File: src/rtl/sram_like_arbiter_if.sv
// SRAM-like request/response bundle: one instance per requester and one for memory.
// master drives the request side; slave accepts it and returns the handshakes and read data.
interface sram_like_arbiter_if #(
    parameter int AW = 32,
    parameter int DW = 32
);
    logic          req;
    logic          wr;
    logic [1:0]    size;
    logic [AW-1:0] addr;
    logic [DW-1:0] wdata;
    logic          addr_ok;
    logic          data_ok;
    logic [DW-1:0] rdata;

    modport master (
        output req, wr, size, addr, wdata,
        input  addr_ok, data_ok, rdata
    );

    modport slave (
        input  req, wr, size, addr, wdata,
        output addr_ok, data_ok, rdata
    );
endinterface

File: src/rtl/sram_like_arbiter.sv
// Shares one SRAM-like memory port between fetch (I) and data (D), one transaction in flight.
// Grant is combinational in IDLE; D wins unless I has waited through STARVE_MAX D grants.
module sram_like_arbiter #(
    parameter int AW         = 32,
    parameter int DW         = 32,
    parameter int STARVE_MAX = 4
) (
    input  logic                 clk,
    input  logic                 reset,
    sram_like_arbiter_if.slave   i_bus,
    sram_like_arbiter_if.slave   d_bus,
    sram_like_arbiter_if.master  m_bus,
    output logic                 busy
);

    typedef enum logic [1:0] {
        IDLE = 2'd0,
        ADDR = 2'd1,
        DATA = 2'd2
    } state_t;

    state_t     r_state;
    logic       r_owner;
    logic [3:0] r_starve_cnt;

    logic w_starving;
    logic w_any_req;
    logic w_sel_d;
    logic w_gnt_d;
    logic w_m_req;
    logic w_accept;
    logic w_resp;

    always_comb begin
        w_starving = i_bus.req && (r_starve_cnt >= 4'(STARVE_MAX));
        w_any_req  = i_bus.req || d_bus.req;
        w_sel_d    = d_bus.req && !w_starving;
        w_gnt_d    = (r_state == IDLE) ? w_sel_d : r_owner;
        // Reset gates the IDLE pass-through so outputs read 0 while reset is held.
        w_m_req    = !reset && (((r_state == IDLE) && w_any_req) || (r_state == ADDR));
        w_accept   = w_m_req && m_bus.addr_ok;
        w_resp     = !reset && (r_state == DATA) && m_bus.data_ok;
    end

    always_comb begin
        m_bus.req   = w_m_req;
        m_bus.wr    = 1'b0;
        m_bus.size  = 2'd0;
        m_bus.addr  = '0;
        m_bus.wdata = '0;
        if (!reset) begin
            m_bus.wr    = w_gnt_d ? d_bus.wr    : i_bus.wr;
            m_bus.size  = w_gnt_d ? d_bus.size  : i_bus.size;
            m_bus.addr  = w_gnt_d ? d_bus.addr  : i_bus.addr;
            m_bus.wdata = w_gnt_d ? d_bus.wdata : i_bus.wdata;
        end
    end

    always_comb begin
        i_bus.addr_ok = w_accept && !w_gnt_d;
        d_bus.addr_ok = w_accept &&  w_gnt_d;
        i_bus.data_ok = w_resp && !r_owner;
        d_bus.data_ok = w_resp &&  r_owner;
        i_bus.rdata   = i_bus.data_ok ? m_bus.rdata : '0;
        d_bus.rdata   = d_bus.data_ok ? m_bus.rdata : '0;
        busy          = (r_state != IDLE);
    end

    always_ff @(posedge clk or posedge reset) begin
        if (reset) begin
            r_state      <= IDLE;
            r_owner      <= 1'b0;
            r_starve_cnt <= 4'd0;
        end else begin
            if (w_accept) begin
                if (!w_gnt_d) begin
                    r_starve_cnt <= 4'd0;
                end else if (i_bus.req && (r_starve_cnt != 4'd15)) begin
                    r_starve_cnt <= r_starve_cnt + 4'd1;
                end
            end
            case (r_state)
                IDLE: begin
                    if (w_any_req) begin
                        r_owner <= w_sel_d;
                        r_state <= m_bus.addr_ok ? DATA : ADDR;
                    end
                end
                // Owner stays locked here; a coincident data_ok is not a response.
                ADDR: begin
                    if (m_bus.addr_ok) begin
                        r_state <= DATA;
                    end
                end
                DATA: begin
                    if (m_bus.data_ok) begin
                        r_state <= IDLE;
                    end
                end
                default: r_state <= IDLE;
            endcase
        end
    end

endmodule

File: src/flat_wrapper.sv
// flat-port wrapper written by rule: the top's interface ports become plain ports
module sram_like_arbiter_flat 
#(
    parameter int AW         = 32,
    parameter int DW         = 32,
    parameter int STARVE_MAX = 4
)
  (clk, reset, busy, i_bus_req, i_bus_wr, i_bus_size, i_bus_addr, i_bus_wdata, i_bus_addr_ok, i_bus_data_ok, i_bus_rdata, d_bus_req, d_bus_wr, d_bus_size, d_bus_addr, d_bus_wdata, d_bus_addr_ok, d_bus_data_ok, d_bus_rdata, m_bus_req, m_bus_wr, m_bus_size, m_bus_addr, m_bus_wdata, m_bus_addr_ok, m_bus_data_ok, m_bus_rdata);
  sram_like_arbiter_if #(.AW(AW), .DW(DW)) i_bus_i ();
  sram_like_arbiter_if #(.AW(AW), .DW(DW)) d_bus_i ();
  sram_like_arbiter_if #(.AW(AW), .DW(DW)) m_bus_i ();
  input  logic clk;
  input  logic reset;
  output logic busy;
  input wire logic [$bits(i_bus_i.req)-1:0] i_bus_req;
  input wire logic [$bits(i_bus_i.wr)-1:0] i_bus_wr;
  input wire logic [$bits(i_bus_i.size)-1:0] i_bus_size;
  input wire logic [$bits(i_bus_i.addr)-1:0] i_bus_addr;
  input wire logic [$bits(i_bus_i.wdata)-1:0] i_bus_wdata;
  output wire logic [$bits(i_bus_i.addr_ok)-1:0] i_bus_addr_ok;
  output wire logic [$bits(i_bus_i.data_ok)-1:0] i_bus_data_ok;
  output wire logic [$bits(i_bus_i.rdata)-1:0] i_bus_rdata;
  input wire logic [$bits(d_bus_i.req)-1:0] d_bus_req;
  input wire logic [$bits(d_bus_i.wr)-1:0] d_bus_wr;
  input wire logic [$bits(d_bus_i.size)-1:0] d_bus_size;
  input wire logic [$bits(d_bus_i.addr)-1:0] d_bus_addr;
  input wire logic [$bits(d_bus_i.wdata)-1:0] d_bus_wdata;
  output wire logic [$bits(d_bus_i.addr_ok)-1:0] d_bus_addr_ok;
  output wire logic [$bits(d_bus_i.data_ok)-1:0] d_bus_data_ok;
  output wire logic [$bits(d_bus_i.rdata)-1:0] d_bus_rdata;
  output wire logic [$bits(m_bus_i.req)-1:0] m_bus_req;
  output wire logic [$bits(m_bus_i.wr)-1:0] m_bus_wr;
  output wire logic [$bits(m_bus_i.size)-1:0] m_bus_size;
  output wire logic [$bits(m_bus_i.addr)-1:0] m_bus_addr;
  output wire logic [$bits(m_bus_i.wdata)-1:0] m_bus_wdata;
  input wire logic [$bits(m_bus_i.addr_ok)-1:0] m_bus_addr_ok;
  input wire logic [$bits(m_bus_i.data_ok)-1:0] m_bus_data_ok;
  input wire logic [$bits(m_bus_i.rdata)-1:0] m_bus_rdata;
  assign i_bus_i.req = i_bus_req;
  assign i_bus_i.wr = i_bus_wr;
  assign i_bus_i.size = i_bus_size;
  assign i_bus_i.addr = i_bus_addr;
  assign i_bus_i.wdata = i_bus_wdata;
  assign i_bus_addr_ok = i_bus_i.addr_ok;
  assign i_bus_data_ok = i_bus_i.data_ok;
  assign i_bus_rdata = i_bus_i.rdata;
  assign d_bus_i.req = d_bus_req;
  assign d_bus_i.wr = d_bus_wr;
  assign d_bus_i.size = d_bus_size;
  assign d_bus_i.addr = d_bus_addr;
  assign d_bus_i.wdata = d_bus_wdata;
  assign d_bus_addr_ok = d_bus_i.addr_ok;
  assign d_bus_data_ok = d_bus_i.data_ok;
  assign d_bus_rdata = d_bus_i.rdata;
  assign m_bus_req = m_bus_i.req;
  assign m_bus_wr = m_bus_i.wr;
  assign m_bus_size = m_bus_i.size;
  assign m_bus_addr = m_bus_i.addr;
  assign m_bus_wdata = m_bus_i.wdata;
  assign m_bus_i.addr_ok = m_bus_addr_ok;
  assign m_bus_i.data_ok = m_bus_data_ok;
  assign m_bus_i.rdata = m_bus_rdata;
  sram_like_arbiter #(.AW(AW), .DW(DW), .STARVE_MAX(STARVE_MAX)) u_core (.clk(clk), .reset(reset), .i_bus(i_bus_i), .d_bus(d_bus_i), .m_bus(m_bus_i), .busy(busy));
endmodule
File: config.mk
export PLATFORM = sky130hd
export DESIGN_NAME = sram_like_arbiter_flat
export DESIGN_NICKNAME = d
export VERILOG_FILES = /design/src/rtl/sram_like_arbiter_if.sv /design/src/rtl/sram_like_arbiter.sv /design/src/flat_wrapper.sv
export SDC_FILE = /design/constraint.sdc
export NUM_CORES = 1
export LEC_CHECK = 0
export ABC_AREA = 1
export BUFFER_PORTS_ARGS = -buffer_cell sky130_fd_sc_hd__buf_2
export CORE_AREA = 2 2 121 123
export CTS_CLUSTER_SIZE = 10
export DETAILED_ROUTE_END_ITERATION = 6
export DIE_AREA = 0 0 123 125
export PLACE_DENSITY = 0.49
export SYNTH_ARGS = -nofsm -noshare
export SYNTH_HDL_FRONTEND = slang
export SYNTH_SLANG_ARGS = --single-unit
File: constraint.sdc
create_clock -name clk -period 1.3 [get_ports clk]
set_input_delay 0 -clock clk [delete_from_list [all_inputs] [get_ports clk]]
set_output_delay 0 -clock clk [all_outputs]
set_load 0.05 [all_outputs]
==> flow_metrics.env <==
export IMPL_ys_warn_count=0
export IMPL_die_w_um=123
export IMPL_clkLatencyLatePin_ns=0.23
export IMPL_rsz0062_at_grt="true"
export IMPL_design_die_area_mm2=0.01538
export IMPL_critPathLaunch="u_core.r_state[1]$_DFFE_PP0P_"
export IMPL_cap_violations=0
export IMPL_cts_htree_levels=1
export IMPL_yosysSeqAreaShare_pct=9.702
export IMPL_io_pins=309
export IMPL_fin_area_mm2=0.007027
export IMPL_hold_class="in -> reg"
export IMPL_synth_area_per_cell_um2=4.548
export IMPL_grt_first_pass_wirelength_mm=19.13
export IMPL_ys_ff_latch=7
export IMPL_peakVddDrop_mv=0.7168
export IMPL_outcome="complete, but fails checks"
export IMPL_worst_pin_slew_ns=0.3868
export IMPL_num_rows=44
export IMPL_n_antenna_cell=0
export IMPL_final_cell_mix="buf_2, nor2_4, buf_6, buf_8, inv_1"
export IMPL_synth_cell_types=20
export IMPL_dp_hpwl_mm=9.356
export IMPL_start_util_pct=12.71
export IMPL_num_nets_final=922
export IMPL_grt_pass1_vias=4030
export IMPL_reg2reg_depth=9
export IMPL_crit_slowest_cell="dfrtp_1"
export IMPL_grt_max_degree=38
export IMPL_vias=3885
export IMPL_path_clk_slew_ns=0.04
export IMPL_r2r_start="u_core.r_state[1]$_DFFE_PP0P_"
export IMPL_hold_viol=0
export IMPL_drtIter0Drc=82
export IMPL_cpLargestDelayFamily="buffers and inverters"
export IMPL_synth_nets=570
export IMPL_maxClockFrequency_ghz=0.5402
export IMPL_worstSetupPathType="reg -> out"
export IMPL_setup_viol=140
export IMPL_synthCells=397
export IMPL_layout_drive_gt1_share_pct=79.68
export IMPL_finalClockSkew_ns=0.0005084
export IMPL_syn_area_mm2=0.001805
export IMPL_dp_slack_ns=-0.3999
export IMPL_gp_congestion=0.7800
export IMPL_clock_path_buffers=2
export IMPL_drt_first_pass_iters=4
export IMPL_critPathBufInv=5
export IMPL_ant_nets=0
export IMPL_endpoint="m_bus_addr[21]"
export IMPL_avgViaCountPerCell=4.168
export IMPL_num_fill_cells=1312
export IMPL_path_cells="nor2_4, nor2_2, inv_2, o21ai_4, buf_12, buf_12, clkbuf_16, o21ai_1, nor2_4, buf_8"
export IMPL_violations="negative setup slack"
export IMPL_port_buffers=308
export IMPL_final_common_cell="buf_2"
export IMPL_timing_rr_end="u_core.r_starve_cnt[0]$_DFFE_PP0P_"
export IMPL_placed_area_mm2=0.005288
export IMPL_slowest_delay_ns=0.40
export IMPL_powerDensity_mw_per_mm2=1085
export IMPL_postLayoutSetupSlackWorst_ns=-0.5512
export IMPL_post_drt_wl_per_cell_um=13.98
export IMPL_routed_wl_mm=13.03
export IMPL_dieHeight_um=125
export IMPL_cts_root_buffer="clkbuf_16"
export IMPL_worstPathRequired_ns=1.30
export IMPL_cts_tree="yes"
export IMPL_grt_usage_pct=15.59
export IMPL_final_setup_tns_ns=-62.52
export IMPL_start_kind="flop"
export IMPL_crit_fanout=7
export IMPL_worst_slew_margin_rel_pct=74.13
export IMPL_fin_crit_ns=1.851
export IMPL_fp_coreArea_mm2=0.01420
export IMPL_cts_made_buffers=3
export IMPL_area_growth_pct=289.2
export IMPL_grt_overflow_total=0
export IMPL_drc=0
export IMPL_rrSetupSlack_ns=-0.11
export IMPL_cts_sinks=7
export IMPL_hold_start="m_bus_data_ok"
export IMPL_drv_slew=0
export IMPL_cp_data_arrival_time_ns=1.85
export IMPL_power_leakage_nw=3.186
export IMPL_end_kind="primary output"
export IMPL_hold_slack_ns=0.1121
export IMPL_finalCritPeriodShare_pct=142.4
export IMPL_antenna_found_initial=1
export IMPL_crit_cells=10
==> synth_stat cells <==
master | count | area, um^2
nor2_1 | 210 | 788.3
inv_1 | 50 | 187.7
o21ai_0 | 50 | 250.2
o21ai_1 | 19 | 95.09
buf_2 | 13 | 65.06
clkbuf_1 | 13 | 48.80
nand2_1 | 13 | 48.80
dfrtp_1 | 7 | 175.2
nand3_1 | 5 | 25.02
nand4_1 | 5 | 31.28
nor2_2 | 3 | 18.77
and3_1 | 1 | 6.260
buf_6 | 1 | 11.26
ha_1 | 1 | 12.51
inv_2 | 1 | 3.750
nand2_2 | 1 | 6.260
nor2_4 | 1 | 11.26
nor3_1 | 1 | 5.000
o21ai_2 | 1 | 8.760
o22ai_1 | 1 | 6.260
==> logic make-up (layout without fill, tap and decap cells) <==
group | Yosys count | after routing | synth area share (%)
fa+ha+maj | 1 | 1 | 0.6929
simple gates | 240 | 240 | 52.11
buf+inv | 78 | 429 | 17.53
compound gates | 71 | 71 | 19.96
flops | 7 | 7 | 9.702
==> metrics by stage <==
stage               utilization, %  power, mW  cells
floorplan                        -      4.114    397
global placement             37.23      5.457    908
detailed placement           37.23      5.458    908
CTS                          46.86      7.261    926
global route                 49.47      7.989    932
finish                       49.47      7.622    932
==> flip-flops by register name (all words and copies together), names as in the netlist <==
register and cells:
u_core.r_starve_cnt 4, u_core.r_owner 1, u_core.r_state 2
==> worst reg2reg max path, cell delays in order (launching register included) <==
cell and delay (ns):
dfrtp_1 0.40, nor2_4 0.16, nand2_2 0.09, buf_4 0.14
nor2_4 0.09, nor2_4 0.06, buf_12 0.17, nand2_4 0.09
nand2_1 0.05, nor2_1 0.08
==> final cells by class <==
cell class / count / area (um^2) / area share [%]
Inverter: 51 / 202.7 / 2.885
Timing Repair Buffer: 373 / 3528 / 50.21
Tap cell: 184 / 230.2 / 3.276
Clock buffer: 4 / 78.83 / 1.122
Sequential cell: 7 / 175.2 / 2.493
Timing Repair inverter: 1 / 6.256 / 0.08903
Multi-Input combinational cell: 312 / 2805 / 39.92
==> power by group <==
group          internal (mW)  total, mW  switching (mW)
registers              0.266      0.297          0.0311
logic                   2.77       6.80            4.03
clock network          0.408      0.529           0.121
total                   3.44       7.62            4.18
==> worst min-delay path by stage <==
stage / end / slack, ns / depth (start not counted)
floorplan: u_core.r_owner$_DFFE_PP0P_ / 0.19 / 3
global placement: u_core.r_state[0]$_DFFE_PP0P_ / 0.14 / 3
detailed placement: u_core.r_state[0]$_DFFE_PP0P_ / 0.13 / 3
CTS: u_core.r_state[1]$_DFFE_PP0P_ / 0.10 / 4
global route: u_core.r_state[1]$_DFFE_PP0P_ / 0.14 / 4
finish: u_core.r_state[1]$_DFFE_PP0P_ / 0.11 / 4
==> layer usage <==
metal	vias to the layer above	part of all wire [%]	GRT usage [%]
met1	1746	32	15.15
met2	200	56	31.82
met4	2	2.1	4.345
met5	-	0.10	0
met3	18	9.3	3.376
li1	1919	-	-
==> repair_timing <==
| item | 4_1_cts | 5_1_grt |
|---|---|---|
| gates resized for setup | 356 | 82 |
| buffers inserted | 7 | 4 |
| endpoints found under the setup margin | 141 | 141 |
| cloned | 6 | 3 |
| hold buffers | 1 | 0 |
| endpoints found under the hold margin | 7 | 0 |
| pin swaps | 18 | 12 |
Note: power is estimated with default switching activity, not from simulation.
